**src/rtl/uart_tx_fifo.sv**
```systemverilog
// -----------------------------------------------------------------------------
// uart_tx_fifo
//
// UART transmitter that pulls bytes from a non-FWFT TX FIFO (1-cycle read
// latency) and serialises them onto the board pin, LSB first, with an
// optional parity bit. One FIFO read is issued per frame, and only when
// the FIFO is non-empty and the line is idle.
//
// Frame on the pin: start(0), D0..D7, [parity], stop(1); each bit lasts
// CLKS_PER_BIT = CLK_FREQ / BAUD_RATE clocks (must be >= 2).
//
// Ports:
//   clk        in   system clock, rising edge
//   rst_n      in   asynchronous active-low reset
//   tx_en      in   level enable, only looked at while idle
//   rd_empty   in   FIFO empty flag
//   rd_req     out  FIFO read request, one registered pulse per frame
//   rd_data    in   FIFO read data, valid the cycle after rd_req is sampled
//   txd        out  serial output, idle high, driven from a flop
//   tx_busy    out  high whenever the transmitter is not idle
//   frame_done out  one-cycle pulse during the last cycle of the stop bit
// -----------------------------------------------------------------------------
module uart_tx_fifo #(
  parameter int unsigned CLK_FREQ   = 50_000_000,
  parameter int unsigned BAUD_RATE  = 115200,
  parameter bit          PARITY_EN  = 1'b0,
  parameter bit          PARITY_ODD = 1'b0
) (
  input  logic       clk,
  input  logic       rst_n,
  input  logic       tx_en,
  input  logic       rd_empty,
  output logic       rd_req,
  input  logic [7:0] rd_data,
  output logic       txd,
  output logic       tx_busy,
  output logic       frame_done
);

  localparam int unsigned CLKS_PER_BIT = CLK_FREQ / BAUD_RATE;
  localparam int unsigned CNT_W        = (CLKS_PER_BIT > 1) ? $clog2(CLKS_PER_BIT) : 1;

  localparam logic [CNT_W-1:0] CNT_LAST     = CNT_W'(CLKS_PER_BIT - 1);
  localparam logic [CNT_W-1:0] CNT_PRE_LAST = CNT_W'(CLKS_PER_BIT - 2);
  localparam logic [CNT_W-1:0] CNT_ZERO     = CNT_W'(0);
  localparam logic [CNT_W-1:0] CNT_ONE      = CNT_W'(1);

  typedef enum logic [2:0] {
    S_IDLE   = 3'd0,
    S_REQ    = 3'd1,
    S_WAIT   = 3'd2,
    S_START  = 3'd3,
    S_DATA   = 3'd4,
    S_PARITY = 3'd5,
    S_STOP   = 3'd6
  } state_e;

  // Parity bit for a data byte: even parity unless odd is selected.
  function automatic logic calc_parity(input logic [7:0] data, input logic odd);
    return (^data) ^ odd;
  endfunction

  state_e           state_q;
  logic [CNT_W-1:0] baud_cnt_q;
  logic [2:0]       bit_idx_q;
  logic [7:0]       shift_q;
  logic             parity_q;
  logic             txd_q;
  logic             rd_req_q;
  logic             tx_busy_q;
  logic             frame_done_q;

  logic             bit_end_s;
  logic             bit_pre_end_s;

  assign bit_end_s     = (baud_cnt_q == CNT_LAST);
  assign bit_pre_end_s = (baud_cnt_q == CNT_PRE_LAST);

  // Transmit FSM: sequencing, baud/bit counters and all registered outputs.
  always_ff @(posedge clk or negedge rst_n) begin
    if (!rst_n) begin
      state_q      <= S_IDLE;
      baud_cnt_q   <= CNT_ZERO;
      bit_idx_q    <= 3'd0;
      shift_q      <= 8'h00;
      parity_q     <= 1'b0;
      txd_q        <= 1'b1;
      rd_req_q     <= 1'b0;
      tx_busy_q    <= 1'b0;
      frame_done_q <= 1'b0;
    end else begin
      // Pulse outputs default low; only the states below raise them.
      rd_req_q     <= 1'b0;
      frame_done_q <= 1'b0;

      case (state_q)
        S_IDLE: begin
          txd_q      <= 1'b1;
          baud_cnt_q <= CNT_ZERO;
          bit_idx_q  <= 3'd0;
          if (tx_en && !rd_empty) begin
            rd_req_q  <= 1'b1;
            tx_busy_q <= 1'b1;
            state_q   <= S_REQ;
          end else begin
            tx_busy_q <= 1'b0;
          end
        end

        // FIFO samples rd_req at the edge that closes this state; the empty
        // flag is deliberately not looked at again.
        S_REQ: begin
          baud_cnt_q <= CNT_ZERO;
          state_q    <= S_WAIT;
        end

        // Read data is valid now; the start bit goes out on the same edge
        // that captures it.
        S_WAIT: begin
          shift_q    <= rd_data;
          parity_q   <= calc_parity(rd_data, PARITY_ODD);
          baud_cnt_q <= CNT_ZERO;
          bit_idx_q  <= 3'd0;
          txd_q      <= 1'b0;
          state_q    <= S_START;
        end

        S_START: begin
          if (bit_end_s) begin
            baud_cnt_q <= CNT_ZERO;
            txd_q      <= shift_q[0];
            state_q    <= S_DATA;
          end else begin
            baud_cnt_q <= baud_cnt_q + CNT_ONE;
          end
        end

        // txd is loaded one bit ahead from shift_q[1] so the pin changes on
        // the boundary edge itself.
        S_DATA: begin
          if (bit_end_s) begin
            baud_cnt_q <= CNT_ZERO;
            if (bit_idx_q == 3'd7) begin
              if (PARITY_EN) begin
                txd_q   <= parity_q;
                state_q <= S_PARITY;
              end else begin
                txd_q   <= 1'b1;
                state_q <= S_STOP;
              end
            end else begin
              bit_idx_q <= bit_idx_q + 3'd1;
              shift_q   <= {1'b0, shift_q[7:1]};
              txd_q     <= shift_q[1];
            end
          end else begin
            baud_cnt_q <= baud_cnt_q + CNT_ONE;
          end
        end

        S_PARITY: begin
          if (bit_end_s) begin
            baud_cnt_q <= CNT_ZERO;
            txd_q      <= 1'b1;
            state_q    <= S_STOP;
          end else begin
            baud_cnt_q <= baud_cnt_q + CNT_ONE;
          end
        end

        // frame_done is set one count early so that, being registered, it is
        // high exactly during the last stop-bit cycle.
        S_STOP: begin
          txd_q <= 1'b1;
          if (bit_end_s) begin
            baud_cnt_q <= CNT_ZERO;
            tx_busy_q  <= 1'b0;
            state_q    <= S_IDLE;
          end else begin
            baud_cnt_q <= baud_cnt_q + CNT_ONE;
            if (bit_pre_end_s) begin
              frame_done_q <= 1'b1;
            end
          end
        end

        default: begin
          state_q    <= S_IDLE;
          baud_cnt_q <= CNT_ZERO;
          bit_idx_q  <= 3'd0;
          txd_q      <= 1'b1;
          tx_busy_q  <= 1'b0;
        end
      endcase
    end
  end

  assign rd_req     = rd_req_q;
  assign txd        = txd_q;
  assign tx_busy    = tx_busy_q;
  assign frame_done = frame_done_q;

endmodule

```
**config.mk**
```make
export PLATFORM = sky130hd
export DESIGN_NAME = uart_tx_fifo
export DESIGN_NICKNAME = d
export VERILOG_FILES = /design/src/rtl/uart_tx_fifo.sv
export SDC_FILE = /design/constraint.sdc
export NUM_CORES = 1
export LEC_CHECK = 0
export ABC_AREA = 1
export CORE_ASPECT_RATIO = 1.4
export CORE_MARGIN = 5
export CORE_UTILIZATION = 51
export CTS_BUF_LIST = sky130_fd_sc_hd__clkbuf_16
export CTS_CLUSTER_DIAMETER = 80
export DETAILED_ROUTE_END_ITERATION = 10
export PLACE_DENSITY = 0.79
export SETUP_SLACK_MARGIN = 0.4
export SLEW_MARGIN = 15
export SYNTH_ARGS = -nofsm -noshare
export SYNTH_HDL_FRONTEND = slang
export SYNTH_SLANG_ARGS = --single-unit
```
**constraint.sdc**
```tcl
create_clock -name clk -period 2.9 [get_ports clk]
set_input_delay 0.435 -clock clk [delete_from_list [all_inputs] [get_ports clk]]
set_output_delay 0.435 -clock clk [all_outputs]
set_load 0.02 [all_outputs]
```
# --- Word level (Yosys, flattened, before mapping) ---
# Cells that the tools add are included.
word_totals:
  register_bits: 27
  out_inout_bits: 4
  wordCells: 68
  inputBits: 12
op_classes:
  addsub: 2
  n_bitwise: 3
  n_reduce_logical: 12
  eq_ne: 16
  n_mux: 27
op_table:
  columns: ["cell", "count"]
  rows:
  - ["3-bit 2-to-1 mux", 8]
  - ["3-bit one-hot mux with 7 select lines", 1]
  - ["9-bit == test (second input constant)", 2]
  - ["9-bit 2-to-1 mux", 2]
  - ["8-bit 2-to-1 mux", 2]
  - ["8-bit one-hot mux with 2 select lines", 1]
  - ["2-bit inequality test (second input constant)", 7]
  - ["3-bit == test (second input constant)", 4]
  - ["1-bit 2-to-1 mux", 10]
  - ["9-bit by 1-bit adder with 9-bit output (second input constant)", 1]
  - ["4-bit OR reduction", 2]
  - ["3-bit by 2-bit == test with 1-bit output (second input constant)", 2]
  - ["3-bit one-hot mux with 2 select lines", 1]
  - ["3-bit AND reduction", 2]
  - ["6-bit AND reduction", 1]
  - ["1-bit one-hot mux with 5 select lines", 1]
  - ["5-bit OR reduction", 1]
  - ["4-bit AND reduction", 1]
  - ["3-bit by 1-bit adder with 3-bit output (second input constant)", 1]
  - ["3-bit by 1-bit == test with 1-bit output (second input constant)", 1]
  - ["3-bit logical NOT", 1]
  - ["1-bit NOT", 3]
  - ["1-bit one-hot mux with 3 select lines", 1]
  - ["2-bit AND reduction", 1]
  - ["other kinds (3)", 3]

# --- Logic depth before layout (Yosys ltp) ---
# Gate-level depths: netlist of the first run.
logic_depth:
  depth_word: 4
  ltp_mapped: 10
  mapped_depth_nobuf: 10

# --- Worst setup path before layout of the first run ---
# Ideal clock, no wire load.
synth_path:
  kind: "reg-to-reg"
  start: "reg baud_cnt_q[1]"
  end: "reg bit_idx_q[0]"
  stages_incl_launch_ff: 10
  required_ns: 2.783
  arrival_ns: 1.178
  synth_period_minus_slack_ns: 1.295
  setup_time_ns: 0.117
  setup_slack_ns: 1.605
  path_buffers: 0
  path_cell_list: "dfrtp_1 > inv_1 > ha_1 > nand2_1 > nor2_1 > nand2_2 > nand2_4 > nand3_1 > nand2_1 > nand2_1"
synth_via:
  elab_chain_cells: 3
synth_rtl:
  columns: ["item", "line_no", "rtl"]
  rows:
  - ["from (decl)", "64", "logic [CNT_W-1:0] baud_cnt_q;"]
  - ["from (signal assigned)", "134", "baud_cnt_q <= baud_cnt_q + CNT_ONE;"]
  - ["from (signal assigned)", "157", "baud_cnt_q <= baud_cnt_q + CNT_ONE;"]
  - ["from (signal assigned)", "167", "baud_cnt_q <= baud_cnt_q + CNT_ONE;"]
  - ["9-bit == test", "76", "assign bit_end_s = (baud_cnt_q == CNT_LAST);"]
  - ["2-bit inequality test (no line)", null, null]
  - ["3-bit AND reduction (no line)", null, null]
  - ["to (signal assigned)", "152", "bit_idx_q <= bit_idx_q + 3'd1;"]
  - ["to (decl)", "65", "logic [2:0] bit_idx_q;"]
# No other way between the ends.
# A chain may end at the register's enable or synchronous reset.

# --- Worst setup path in the final report of the first run ---
layout_path:
  start: "reg txd_q, in the netlist txd"
  end: "out txd"
layout_rtl:
  columns: ["item", "line_no", "rtl"]
  rows:
  - ["from (decl)", "68", "logic txd_q;"]
  - ["from (signal assigned)", "131", "txd_q <= shift_q[0];"]
  - ["from (signal assigned)", "145", "txd_q <= parity_q;"]
  - ["from (signal assigned)", "154", "txd_q <= shift_q[1];"]
  - ["to (decl)", "35", "output logic txd,"]
# No word-level cell between the ends.

==> impl_metrics.json, run 1 <==
{
  "antenna_found_initial": 0,
  "synth_top_family_by_area": "simple AND/OR/NAND/NOR gates",
  "synth_cell_type_count": 24,
  "hold_buffers": 0,
  "port_buffers": 15,
  "pin_count": 16,
  "drc": 0,
  "p_leak_nw": 0.985,
  "cts_tree": "yes",
  "grt_pass1_vias": 1334,
  "finalPower_mw": 1.56,
  "hold_violations": 0,
  "rsz0062_at_grt": "no",
  "start_util_pct": 52.2,
  "worstSetupPathType": "reg -> out",
  "fin_crit_ns": 1.82,
  "synth_compound_area_share_pct": 1.56,
  "ys_seq_area_share_pct": 42.3,
  "power_density_mw_per_mm2": 853,
  "vias": 1283,
  "core_area_sq_mm": 0.00306,
  "yosysWarnings": 0,
  "cp_max_fo": 2,
  "finClkSkew_ns": 0.00594,
  "antenna_cells": 0,
  "nets": 243,
  "area_delta_synth_final_pct": 14.6,
  "syn-mean-instance-area_sq_um": 7.61,
  "max_clock_freq_mhz": 548,
  "synth_xor_area_share_pct": 1.64,
  "first_iter_violations": 38,
  "post_cts_buffers": 0,
  "synth_nets": 227,
  "path_delay_family": "buffers and inverters",
  "setup_violations": 0,
  "path_buf_inv": 1,
  "drv_cap": 0,
  "slowest_delay_ns": 0.60,
  "dp_hpwl_um": 2210,
  "vdd_drop_max_uv": 444,
  "arrival_ns": 1.39,
  "grt_max_degree": 16,
  "drv_slew": 0,
  "via_per_inst": 4.86,
  "die-area_sq_mm": 0.00437,
  "slew-limit-headroom_pct": 63.1,
  "synth_area_sq_mm": 0.00160,
  "crit_required_ns": 2.47,
  "fin_crit_sh_pct": 62.9,
  "drt-total-wl_um": 2770,
  "hp-class": "reg -> reg",
  "syn_inst": 210,
  "cts_buffers": 3,
  "worstMarginPinSlew_ns": 0.551,
  "fp-row-count": 24,
  "clock_path_buffers": 2,
  "drtAntennaViolNets": 0,
  "endpoint_kind": "primary output",
  "htreeDepth": 1,
  "final_area_sq_mm": 0.00183,
  "tns_ns": 0,
  "postPlaceCellArea_sq_mm": 0.00175,
  "cp_cell_sequence": "clkdlybuf4s50_1",
  "dr.pass1.iters": 4,
  "muxShareOfSynthArea_pct": 0,
  "fp.dieH_um": 76.3,
  "crit_slowest_cell": "clkdlybuf4s50_1",
  "cts_resized": 0,
  "clock-sinks": 27,
  "clk_latency_ns": 0.26,
  "globalRouteOverflowTotal": 0,
  "drive_gt1_share_pct": 8.89,
  "grt_first_pass_wirelength_um": 5640,
  "gp_congestion": 0.867,
  "clkTransAtPathRegs_ns": 0.06,
  "root_buffer": "clkbuf_16",
  "track_usage_pct": 15.7,
  "startpoint_type": "flip-flop",
  "post_drt_wl_per_cell_um": 10.5,
  "fp.dieW_um": 57.3,
  "final_util_pct": 59.8,
  "status": "finished, final reports clean",
  "synthAdderAreaFrac_pct": 3.91,
  "hold-worst-slack_ns": 0.469,
  "synthSimpleGateAreaFrac_pct": 41.1,
  "ys_seq_elements": 27
}
[power by group]
| group | switching, mW | internal, mW | leakage [nW] | total, mW |
|---|---|---|---|---|
| sequential | 0.114 | 0.486 | 0.355 | 0.599 |
| combinational | 0.423 | 0.244 | 0.588 | 0.667 |
| clock | 0.112 | 0.184 | 0.0423 | 0.296 |
| total | 0.649 | 0.913 | 0.985 | 1.56 |
[metal layers]
layer	track usage, %	part of all wire, %
met5	0	0
met4	6.73	2.5
met3	2.03	3.2
met2	26.3	50
met1	19.8	44
[per-stage QoR]
step | setup slack (ns) | instances
floorplan | 1.60 | 210
global placement | 1.37 | 260
detailed placement | 1.35 | 260
CTS | 1.07 | 264
global route | 1.05 | 264
finish | 1.08 | 264
[placed cells by master, fill, tap and decap left out, drive strengths merged]
| cell type | instances |
|---|---|
| xor2 | 2 |
| nand3 | 25 |
| nor2 | 17 |
| nor3b | 1 |
| inv | 25 |
| o21ai | 2 |
| buf | 1 |
| nand3b | 2 |
| nor3 | 4 |
| dfrtp | 26 |
| clkinv | 1 |
| nand4 | 5 |
| xnor2 | 1 |
| clkbuf | 3 |
| ha | 5 |
| clkdlybuf4s50 | 15 |
| dfstp | 1 |
| nand2 | 86 |
| a21oi | 3 |
[flip-flops by register name, summed over array words and instances, names as in the netlist]
name / flops
baud_cnt_q: 9
shift_q: 8
bit_idx_q: 3
state_q: 3
frame_done: 1
rd_req: 1
tx_busy: 1
txd: 1
[kinds of logic after synthesis]
kind of cell	after synthesis
AOI/OAI and AO/OA	5
buffers and inverters	30
DFF	27
xor gates and xnor gates	3
and+or+nand+nor	140
adders and majority gates	5
[synth_stat cells]
cell / number / share of area, %
nand2_1: 78 / 18
dfrtp_1: 26 / 41
nand3_1: 23 / 7.2
inv_1: 22 / 5.2
nor2_1: 16 / 3.8
ha_1: 5 / 3.9
nand4_1: 5 / 2.0
buf_6: 4 / 2.8
nand2_2: 4 / 1.6
nand2_4: 4 / 2.8
a21oi_1: 3 / 0.94
nor3_1: 3 / 0.94
inv_2: 2 / 0.47
nand3_2: 2 / 1.3
nand3b_1: 2 / 0.94
o21ai_0: 2 / 0.63
xor2_1: 2 / 1.1
buf_4: 1 / 0.47
clkinv_4: 1 / 0.55
dfstp_2: 1 / 1.6
nor2_8: 1 / 1.3
nor3_2: 1 / 0.63
nor3b_1: 1 / 0.47
xnor2_1: 1 / 0.55
[final timing paths]
check,slack (ns),endpoint,from,cells after the start
max in group asynchronous,1.76,bit_idx_q[1],rst_n,2
worst max register to register,1.36,state_q[2],baud_cnt_q[1],9
worst max-delay path,1.08,txd,txd,1
min in group asynchronous,0.53,baud_cnt_q[5],rst_n,1
worst min register to register,0.47,txd,txd,2
worst min-delay path,0.47,txd,txd,2
[cell type report]
class | instances | area, sq um
clock buffers | 3 | 75.1
clock inverters | 1 | 3.75
repair buffers | 16 | 158
well taps | 39 | 48.8
multi-input cells | 153 | 771
fillers | 297 | 1230
inverters | 25 | 98.8
flip-flops and latches | 27 | 677
Note: power is estimated with default switching activity, not from simulation.
==> run 2: changes to the inputs <==
--- a/config.mk
+++ b/config.mk
@@ -8,11 +8,11 @@
 export ABC_AREA = 1
 export CORE_ASPECT_RATIO = 1.4
 export CORE_MARGIN = 5
-export CORE_UTILIZATION = 51
+export CORE_UTILIZATION = 50
 export CTS_BUF_LIST = sky130_fd_sc_hd__clkbuf_16
 export CTS_CLUSTER_DIAMETER = 80
 export DETAILED_ROUTE_END_ITERATION = 10
-export PLACE_DENSITY = 0.79
+export PLACE_DENSITY = 0.8
 export SETUP_SLACK_MARGIN = 0.4
 export SLEW_MARGIN = 15
 export SYNTH_ARGS = -nofsm -noshare
==> constraint.sdc (replaced) <==
create_clock -name clk -period 1.5 [get_ports clk]
set_input_delay 0.225 -clock clk [delete_from_list [all_inputs] [get_ports clk]]
set_output_delay 0.225 -clock clk [all_outputs]
set_load 0.02 [all_outputs]
==> run 2 against run 1 <==
Non-clock buffer count up 25; sequential power up 97%; total power up 150%; core utilization up 15 points.
==> impl_metrics.json, run 2 (same netlist as run 1, synthesis figures left out) <==
{
  "status": "finished, final reports clean",
  "vias": 1520,
  "multi_input_area_sq_mm": 0.00102,
  "worstSetupPathType": "reg -> reg",
  "power_density_mw_per_mm2": 1690,
  "track_usage_pct": 17.1,
  "grt_first_pass_wirelength_um": 6000,
  "fin_crit_sh_pct": 90.8,
  "root_buffer": "clkbuf_16",
  "tns_ns": 0,
  "setup_slack_ns": 0.138,
  "clock_path_buffers": 2,
  "drtAntennaViolNets": 0,
  "timing.rr.start": "baud_cnt_q[0]",
  "setup_violations": 0,
  "fp.dieH_um": 76.9,
  "fp-row-count": 24,
  "port_buffers": 15,
  "crit_required_ns": 1.68,
  "r2r_cells": 7,
  "cts_buffers": 3,
  "postPlaceCellArea_sq_mm": 0.00180,
  "rsz0062_at_grt": "yes",
  "fp.dieW_um": 57.8,
  "clkTransAtPathRegs_ns": 0.06,
  "vdd_drop_max_uv": 1140,
  "pin_count": 16,
  "top_regs": "baud_cnt_q (9), shift_q (8)",
  "cp_max_fo": 8,
  "die-area_sq_mm": 0.00445,
  "clk_latency_ns": 0.26,
  "pre_cts_ws_ns": 0.0339,
  "rrSetupSlack_ns": 0.14,
  "dp_hpwl_um": 2360,
  "via_per_inst": 5.22,
  "globalRouteOverflowTotal": 0,
  "gp_congestion": 0.863,
  "drv_cap": 0,
  "antenna_found_initial": 0,
  "clock-sinks": 27,
  "drv_slew": 0,
  "post_drt_wl_per_cell_um": 13.8,
  "dp.cells": 261,
  "worstMarginPinSlew_ns": 0.350,
  "nFillCells": 211,
  "slew-limit-headroom_pct": 76.7,
  "hold-worst-slack_ns": 0.338,
  "hold_violations": 0,
  "mostFrequentLayoutCell": "nand2_1",
  "final_cells": 291,
  "largest_register": "baud_cnt_q",
  "arrival_ns": 1.55,
  "p_leak_nw": 1.17,
  "endpoint_kind": "flip-flop",
  "largest_reg_flops": 9,
  "seqCellArea_sq_um": 683,
  "max_clock_freq_mhz": 734,
  "fin_crit_ns": 1.36,
  "grt_pass1_vias": 1487,
  "core_area_sq_mm": 0.00309,
  "first_iter_violations": 61,
  "antenna_cells": 0,
  "dr.pass1.iters": 4,
  "startpoint_type": "flip-flop",
  "drt-total-wl_um": 4020,
  "grt_max_degree": 28,
  "finalPower_mw": 3.89,
  "cts_tree": "yes",
  "finClkSkew_ns": 0.00326,
  "hold_buffers": 0,
  "r2r-end": "baud_cnt_q[3]",
  "nets": 270,
  "area_delta_synth_final_pct": 43.7,
  "start_util_pct": 51.7,
  "final_util_pct": 74.3,
  "drc": 0,
  "htreeDepth": 1,
  "hp-class": "in -> async",
  "final_area_sq_mm": 0.00230,
  "layout_common_cells": "nand2_1 (59), dfrtp_1 (21), buf_4 (20)",
  "drive_gt1_share_pct": 41.7
}
[run 2: final cells by class]
type / count / share of cell area [%]
timing repair inverter: 1 / 0.272
sequential: 27 / 29.7
clock inverter: 1 / 0.163
clock buffer: 3 / 3.27
timing repair buffer: 41 / 15.5
inverter: 25 / 4.63
multi-input combinational: 154 / 44.3
tap: 39 / 2.12
[run 2: layer usage]
metal / part of all wire, % / wire length, um / vias up / GRT usage, %
met5: 0 / 0 / - / 0
met4: 3.0 / 120 / 0 / 10.7
met3: 2.8 / 111 / 9 / 2.18
met2: 57 / 2280 / 36 / 31.7
met1: 37 / 1510 / 727 / 17.3
li1: - / - / 748 / -
[run 2: repair_timing]
item / 4_1_cts / 5_1_grt
gates cloned: 1 / 1
setup endpoints to repair: 30 / 29
gates resized for setup: 35 / 57
buffers inserted: 9 / 15
pin swaps: 13 / 19
[run 2: worst max path at each step]
stage / startpoint / end / slack, ns
2_1_floorplan: state_q[1] / shift_q[7] / 0.23
3_3_place_gp: state_q[1] / shift_q[3] / 0.08
3_5_place_dp: state_q[1] / shift_q[1] / 0.03
4_1_cts: baud_cnt_q[1] / bit_idx_q[2] / 0.11
5_1_grt: bit_idx_q[1] / state_q[0] / 0.03
6_report: baud_cnt_q[0] / baud_cnt_q[3] / 0.14
[run 2: critical path, cell delays in order (launching register included)]
cell	delay (ns)
dfrtp_1	0.43
ha_4	0.19
nand2_4	0.07
nor2_4	0.04
nand2_4	0.15
nand2_4	0.10
buf_12	0.15
nor3b_2	0.16
[run 2: report_power, final]
part	switching [mW]	internal, mW
Clock	0.244	0.357
Sequential	0.231	0.948
Combinational	1.23	0.878
